**config.mk**
```make
export PLATFORM = sky130hd
export DESIGN_NAME = mult_div_unit
export DESIGN_NICKNAME = d
export VERILOG_FILES = /design/src/rtl/mult_div_unit.sv
export SDC_FILE = /design/constraint.sdc
export NUM_CORES = 1
export LEC_CHECK = 0
export CAP_MARGIN = 20
export CORE_MARGIN = 5
export CORE_UTILIZATION = 50
export CTS_CLUSTER_SIZE = 30
export DETAILED_ROUTE_END_ITERATION = 10
export GPL_ROUTABILITY_DRIVEN = 0
export PLACE_DENSITY = 0.73
export SYNTH_ARGS = -nofsm -noshare
export SYNTH_HDL_FRONTEND = slang
export SYNTH_SLANG_ARGS = --single-unit
export TNS_END_PERCENT = 100
```
**constraint.sdc**
```tcl
create_clock -name clk -period 10.82 [get_ports clk]
set_clock_uncertainty 0.05 [all_clocks]
set_input_delay 2.164 -clock clk [delete_from_list [all_inputs] [get_ports clk]]
set_output_delay 2.164 -clock clk [all_outputs]
set_load 0.05 [all_outputs]
```
**src/rtl/mult_div_unit.sv**
```systemverilog
// mult_div_unit: multi-cycle HI/LO multiply/divide unit for the EX stage.
// Executes MULT/MULTU (shift-add) and DIV/DIVU (restoring shift-subtract) on
// operand magnitudes, then applies signs in a final fix-up cycle. Also holds
// the architectural HI/LO registers written by MTHI/MTLO.
//
// Ports:
//   clk, reset       rising-edge clock, synchronous active-high reset
//   start, op, a, b  new operation request (00 MULT, 01 MULTU, 10 DIV, 11 DIVU)
//   mthi, mtlo       write wr_data into HI / LO while idle
//   cancel           abort an in-flight operation (exception flush)
//   busy             operation in flight
//   done             one-cycle pulse, hi/lo just took a new result
//   hi, lo           HI / LO registers
module mult_div_unit #(
    parameter int unsigned SIZE = 31
) (
    input  logic            clk,
    input  logic            reset,
    input  logic            start,
    input  logic [1:0]      op,
    input  logic [SIZE:0]   a,
    input  logic [SIZE:0]   b,
    input  logic            mthi,
    input  logic            mtlo,
    input  logic [SIZE:0]   wr_data,
    input  logic            cancel,
    output logic            busy,
    output logic            done,
    output logic [SIZE:0]   hi,
    output logic [SIZE:0]   lo
);

    localparam int unsigned W  = SIZE + 1;
    localparam int unsigned CW = $clog2(W);

    typedef enum logic [1:0] {
        S_IDLE = 2'd0,
        S_RUN  = 2'd1,
        S_FIX  = 2'd2
    } state_e;

    state_e          state_q, state_d;
    logic [CW-1:0]   cnt_q, cnt_d;
    logic [2*W-1:0]  acc_q, acc_d;      // mult: {partial, multiplier}; div: {remainder, quotient}
    logic [W-1:0]    b_mag_q, b_mag_d;
    logic            is_div_q, is_div_d;
    logic            neg_q, neg_d;      // negate product / quotient
    logic            rem_neg_q, rem_neg_d;
    logic            bz_q, bz_d;        // divisor was zero
    logic            busy_q, busy_d;
    logic            done_q, done_d;
    logic [W-1:0]    hi_q, hi_d;
    logic [W-1:0]    lo_q, lo_d;

    // Operand magnitudes and sign bookkeeping at issue.
    logic            signed_c;
    logic [W-1:0]    a_mag_c, b_mag_c;

    always_comb begin
        signed_c = ~op[0];
        a_mag_c  = (signed_c && a[SIZE]) ? (W'(0) - a) : a;
        b_mag_c  = (signed_c && b[SIZE]) ? (W'(0) - b) : b;
    end

    // One multiply step: conditionally add multiplicand, shift right.
    logic [W:0]      mul_sum_c;
    logic [2*W-1:0]  mul_next_c;

    always_comb begin
        mul_sum_c  = {1'b0, acc_q[2*W-1:W]} + {1'b0, (acc_q[0] ? b_mag_q : W'(0))};
        mul_next_c = {mul_sum_c, acc_q[W-1:1]};
    end

    // One restoring divide step: shift in next dividend bit, trial subtract.
    // The remainder stays below the divisor, so the W-bit difference is exact.
    logic [W:0]      div_tmp_c;
    logic [W-1:0]    div_diff_c;
    logic            div_ge_c;
    logic [2*W-1:0]  div_next_c;

    always_comb begin
        div_tmp_c  = acc_q[2*W-1:W-1];
        div_ge_c   = (div_tmp_c >= {1'b0, b_mag_q});
        div_diff_c = div_tmp_c[W-1:0] - b_mag_q;
        div_next_c = {(div_ge_c ? div_diff_c : div_tmp_c[W-1:0]), acc_q[W-2:0], div_ge_c};
    end

    // Sign fix-up of the finished magnitude result.
    logic [2*W-1:0]  prod_c;
    logic [W-1:0]    quo_c, rem_c;

    always_comb begin
        prod_c = neg_q ? ((2*W)'(0) - acc_q) : acc_q;
        // A zero divisor leaves quotient all ones regardless of operand signs.
        quo_c  = (neg_q && !bz_q) ? (W'(0) - acc_q[W-1:0]) : acc_q[W-1:0];
        rem_c  = rem_neg_q ? (W'(0) - acc_q[2*W-1:W]) : acc_q[2*W-1:W];
    end

    // Next-state and datapath control.
    always_comb begin
        state_d   = state_q;
        cnt_d     = cnt_q;
        acc_d     = acc_q;
        b_mag_d   = b_mag_q;
        is_div_d  = is_div_q;
        neg_d     = neg_q;
        rem_neg_d = rem_neg_q;
        bz_d      = bz_q;
        hi_d      = hi_q;
        lo_d      = lo_q;
        done_d    = 1'b0;

        unique case (state_q)
            S_IDLE: begin
                if (start) begin
                    if (!cancel) begin
                        state_d   = S_RUN;
                        cnt_d     = CW'(SIZE);
                        acc_d     = {W'(0), a_mag_c};
                        b_mag_d   = b_mag_c;
                        is_div_d  = op[1];
                        neg_d     = signed_c & (a[SIZE] ^ b[SIZE]);
                        rem_neg_d = signed_c & op[1] & a[SIZE];
                        bz_d      = (b == W'(0));
                    end
                end else begin
                    if (mthi) hi_d = wr_data;
                    if (mtlo) lo_d = wr_data;
                end
            end
            S_RUN: begin
                if (cancel) begin
                    state_d = S_IDLE;
                end else begin
                    acc_d = is_div_q ? div_next_c : mul_next_c;
                    cnt_d = cnt_q - CW'(1);
                    if (cnt_q == CW'(0)) state_d = S_FIX;
                end
            end
            S_FIX: begin
                state_d = S_IDLE;
                if (!cancel) begin
                    done_d = 1'b1;
                    if (is_div_q) begin
                        hi_d = rem_c;
                        lo_d = quo_c;
                    end else begin
                        hi_d = prod_c[2*W-1:W];
                        lo_d = prod_c[W-1:0];
                    end
                end
            end
            default: state_d = S_IDLE;
        endcase

        busy_d = (state_d != S_IDLE);
    end

    // State and result registers.
    always_ff @(posedge clk) begin
        if (reset) begin
            state_q   <= S_IDLE;
            cnt_q     <= '0;
            acc_q     <= '0;
            b_mag_q   <= '0;
            is_div_q  <= 1'b0;
            neg_q     <= 1'b0;
            rem_neg_q <= 1'b0;
            bz_q      <= 1'b0;
            busy_q    <= 1'b0;
            done_q    <= 1'b0;
            hi_q      <= '0;
            lo_q      <= '0;
        end else begin
            state_q   <= state_d;
            cnt_q     <= cnt_d;
            acc_q     <= acc_d;
            b_mag_q   <= b_mag_d;
            is_div_q  <= is_div_d;
            neg_q     <= neg_d;
            rem_neg_q <= rem_neg_d;
            bz_q      <= bz_d;
            busy_q    <= busy_d;
            done_q    <= done_d;
            hi_q      <= hi_d;
            lo_q      <= lo_d;
        end
    end

    assign busy = busy_q;
    assign done = done_q;
    assign hi   = hi_q;
    assign lo   = lo_q;

endmodule

```
==> run_results.csv <==
group,metric,value,unit
clock_network,cts_tree,"yes",
synthesis,async_flop_share,0,%
clock_network,clock_path_buffers,2,
route,routed_wl,46.00,mm
floorplan,core.rowCount,60,
clock_network,clk_latency,0.45,ns
route,vias,14300,
timing,post-route-period-util,53.46,%
synthesis,synth_top_flop_cell,"dfxtp_1",
clock_network,cts_sinks,173,
clock_network,root_buffer,"clkbuf_16",
worst_setup_path,arrival,6.13,ns
worst_setup_path,start_kind,"input port",
floorplan,fp.coreArea,0.02695,mm^2
layout,area_growth_syn_to_layout,17.64,%
clock_network,hold_buffers,0,
placement,dpl.hpwl,34.97,mm
worst_setup_path,r2r_setup_slack,5.96,ns
synthesis,synth_cell_type_count,74,
clock_network,clk_pin_slew,0.07,ns
clock_network,postCtsSetupBuffers,0,
route,drt-pass1-iter-count,7,
timing,fmax,0.1729,GHz
power,leakagePower,0.006221,uW
synthesis,synth_fp_nets,2021,
power,ir_drop,0.07232,mV
layout,register_area,0.003465,mm^2
layout,final_nets,2107,
floorplan,start_util,50.72,%
floorplan,io_pins,170,
worst_setup_path,crit_required,11.16,ns
synthesis,synth_seq_cells,173,
timing,final_hold_viol_count,0,
worst_setup_path,critPathKind,"in -> reg",
global_route,grt.busiest_layer,"met2",
synthesis,ys_seq_area_share,25.33,%
timing,relSlewSlack,28.59,%
floorplan,die_width,175.4,um
route,drc,0,
timing,rsz0062_at_grt,"false",
layout,drive_gt1_share,3.959,%
global_route,grt-ovfl-total,0,
global_route,grtUsageMet1,38.39,%
route,drt_iter0_drc,1403,
timing,worstMarginPinSlew,1.067,ns
layout,fin_area,0.01608,mm^2
layout,multi_input_area,0.009544,mm^2
worst_setup_path,cp_max_fo,67,
route,viasPerCell,6.254,
global_route,use_met2,46.24,%
timing,setup-tns-final,0,ns
global_route,grt_util_met3,4.950,%
synthesis,syn_area,0.01367,mm^2
clock_network,cts-htree-levels,4,
hold_path,worstHoldPathType,"reg -> reg",
worst_setup_path,end_kind,"flip-flop",
global_route,grt_pass1_wl,71.45,mm
synthesis,yosys_warnings,0,
synthesis,synth_cells,1846,
floorplan,dieArea,0.03075,mm^2
global_route,grt_pass1_vias,13090,
clock_network,cts_buffers,17,
global_route,antenna_found_initial,0,
synthesis,syn_avg_cell_area,7.406,um^2
status,outcome,"finished, final reports clean",
placement,place_area,0.01544,mm^2
clock_network,ctsResizeCount,0,
route,wl_per_cell,20.12,um
flow_run,drv_cap,0,
synthesis,synth-edff-count,0,
global_route,grt_max_degree,98,
layout,nFillCells,2453,
floorplan,fp.dieH,175.4,um
power,power.density,113.0,mW/mm^2
placement,io_buffers,169,
route,ant_nets,0,
timing,final_max_slew_viol_count,0,
timing,whs,0.4066,ns
timing,finalSetupViolCount,0,
global_route,grt.total_usage,28.76,%
timing,layout_min_cycle_time,5.784,ns
## layout by cell type (no fill, tap or decap), types with 7 or more instances in the layout
master | netlist | layout
buf_4 | 4 | 13
nand3_1 | 14 | 14
ha_1 | 69 | 69
clkdlybuf4s50_1 | 0 | 168
a21o_1 | 32 | 32
xnor2_1 | 87 | 87
dfxtp_1 | 173 | 172
a211oi_1 | 95 | 95
nor3_1 | 37 | 36
a31oi_1 | 16 | 16
o41ai_1 | 12 | 12
a311oi_1 | 21 | 21
and3_1 | 14 | 14
nand4_1 | 7 | 7
nand2b_1 | 17 | 17
a22oi_1 | 8 | 8
nor2_1 | 271 | 269
o31ai_1 | 25 | 25
nor4_1 | 17 | 17
mux2i_1 | 41 | 41
nand2_1 | 139 | 139
a21oi_1 | 201 | 201
or3_1 | 25 | 25
nor2b_1 | 15 | 12
xor2_1 | 72 | 72
clkbuf_16 | 0 | 17
o21a_1 | 13 | 13
or4_1 | 10 | 10
and2_1 | 13 | 13
o21ai_0 | 113 | 113
o211ai_1 | 13 | 13
inv_1 | 61 | 61
## per-layer routing
layer  vias to the layer above  part of all wire (%)
met1                      6635                    42
met5                         -                     0
li1                       6872                     -
met3                       118                   9.2
met2                       678                    45
met4                         0                   4.3
## state kept, by name, indices dropped and copies added (netlist names)
| name | count |
|---|---|
| hi | 32 |
| state_q | 2 |
| busy | 1 |
| bz_q | 1 |
| neg_q | 1 |
| lo | 32 |
| done | 1 |
| cnt_q | 5 |
| b_mag_q | 32 |
| is_div_q | 1 |
| acc_q | 64 |
| rem_neg_q | 1 |
## metrics by stage
stage,util (%),total power (uW),cells,setup slack [ns]
2_1_floorplan,-,1037,1846,5.746
3_3_place_gp,57.30,1195,2251,4.731
3_5_place_dp,57.30,1202,2251,4.558
4_1_cts,59.46,1809,2283,4.999
5_1_grt,59.66,1891,2286,4.741
6_report,59.67,1818,2287,5.036
## report_power, final
part	internal [uW]	switching, uW
logic	189	300
clock network	308	311
registers	671	38.9
## path summary, 6_finish.rpt
| check | from | end | cells past startpoint |
|---|---|---|---|
| worst min-delay path | b_mag_q[31] | b_mag_q[31] | 2 |
| worst max register to register | acc_q[58] | acc_q[42] | 12 |
| worst max-delay path | cancel | acc_q[58] | 10 |
| worst min register to register | b_mag_q[31] | b_mag_q[31] | 2 |
## cell type report
type | count | area share [%]
diodes | 1 | 0.01556
clock buffers | 18 | 2.669
clock inverters | 14 | 0.9414
inverters | 61 | 1.424
multi-input cells | 1495 | 59.35
flip-flops and latches | 173 | 21.54
well taps | 341 | 2.653
repair buffers | 184 | 11.41
## synthesized netlist by cell type (all sizes together), types with 4 or more instances
library cell	number	share of area (%)
a211o	6	0.38
a211oi	95	5.2
a21o	32	1.8
a21oi	201	7.4
a221oi	5	0.37
a22o	6	0.38
a22oi	8	0.44
a311oi	21	1.3
a31oi	16	0.73
a32o	5	0.37
a32oi	4	0.26
and2	13	0.59
and3	14	0.64
buf	20	0.75
clkbuf	96	2.6
dfxtp	173	25
ha	69	6.3
inv	61	1.7
mux2	4	0.33
mux2i	41	3.0
nand2	139	3.8
nand2b	17	0.78
nand3	14	0.51
nand3b	5	0.27
nand4	7	0.32
nor2	271	7.4
nor2b	15	0.69
nor3	37	1.4
nor3b	6	0.33
nor4	18	0.87
o211ai	13	0.71
o21a	13	0.71
o21ai	116	4.2
o221ai	6	0.38
o31a	4	0.26
o31ai	26	1.5
o41ai	14	1.1
or2	4	0.18
or3	27	1.3
or4	14	0.88
xnor2	87	5.6
xor2	72	4.6
## worst max-delay path, cell delays in order
cell	delay, ns
clkdlybuf4s50_1	0.56
nor4b_2	0.30
buf_4	0.57
nor2_4	0.09
buf_12	0.21
nor2_1	0.43
nand2_1	0.45
nor2_1	0.94
and3_1	0.29
a221o_1	0.10
## cells by family (layout without fill, tap and decap cells)
| kind of cell | after synthesis | in the layout | share of synthesized area, % |
|---|---|---|---|
| fa+ha+maj | 71 | 71 | 6.608 |
| xor+xnor | 159 | 159 | 10.19 |
| mux | 45 | 45 | 3.331 |
| other cells | 0 | 1 | 0 |
| buf+inv | 178 | 277 | 5.135 |
| compound gates | 612 | 612 | 28.95 |
| simple gates | 608 | 608 | 20.46 |
| flops | 173 | 173 | 25.33 |
(Power assumes the default switching activity.)
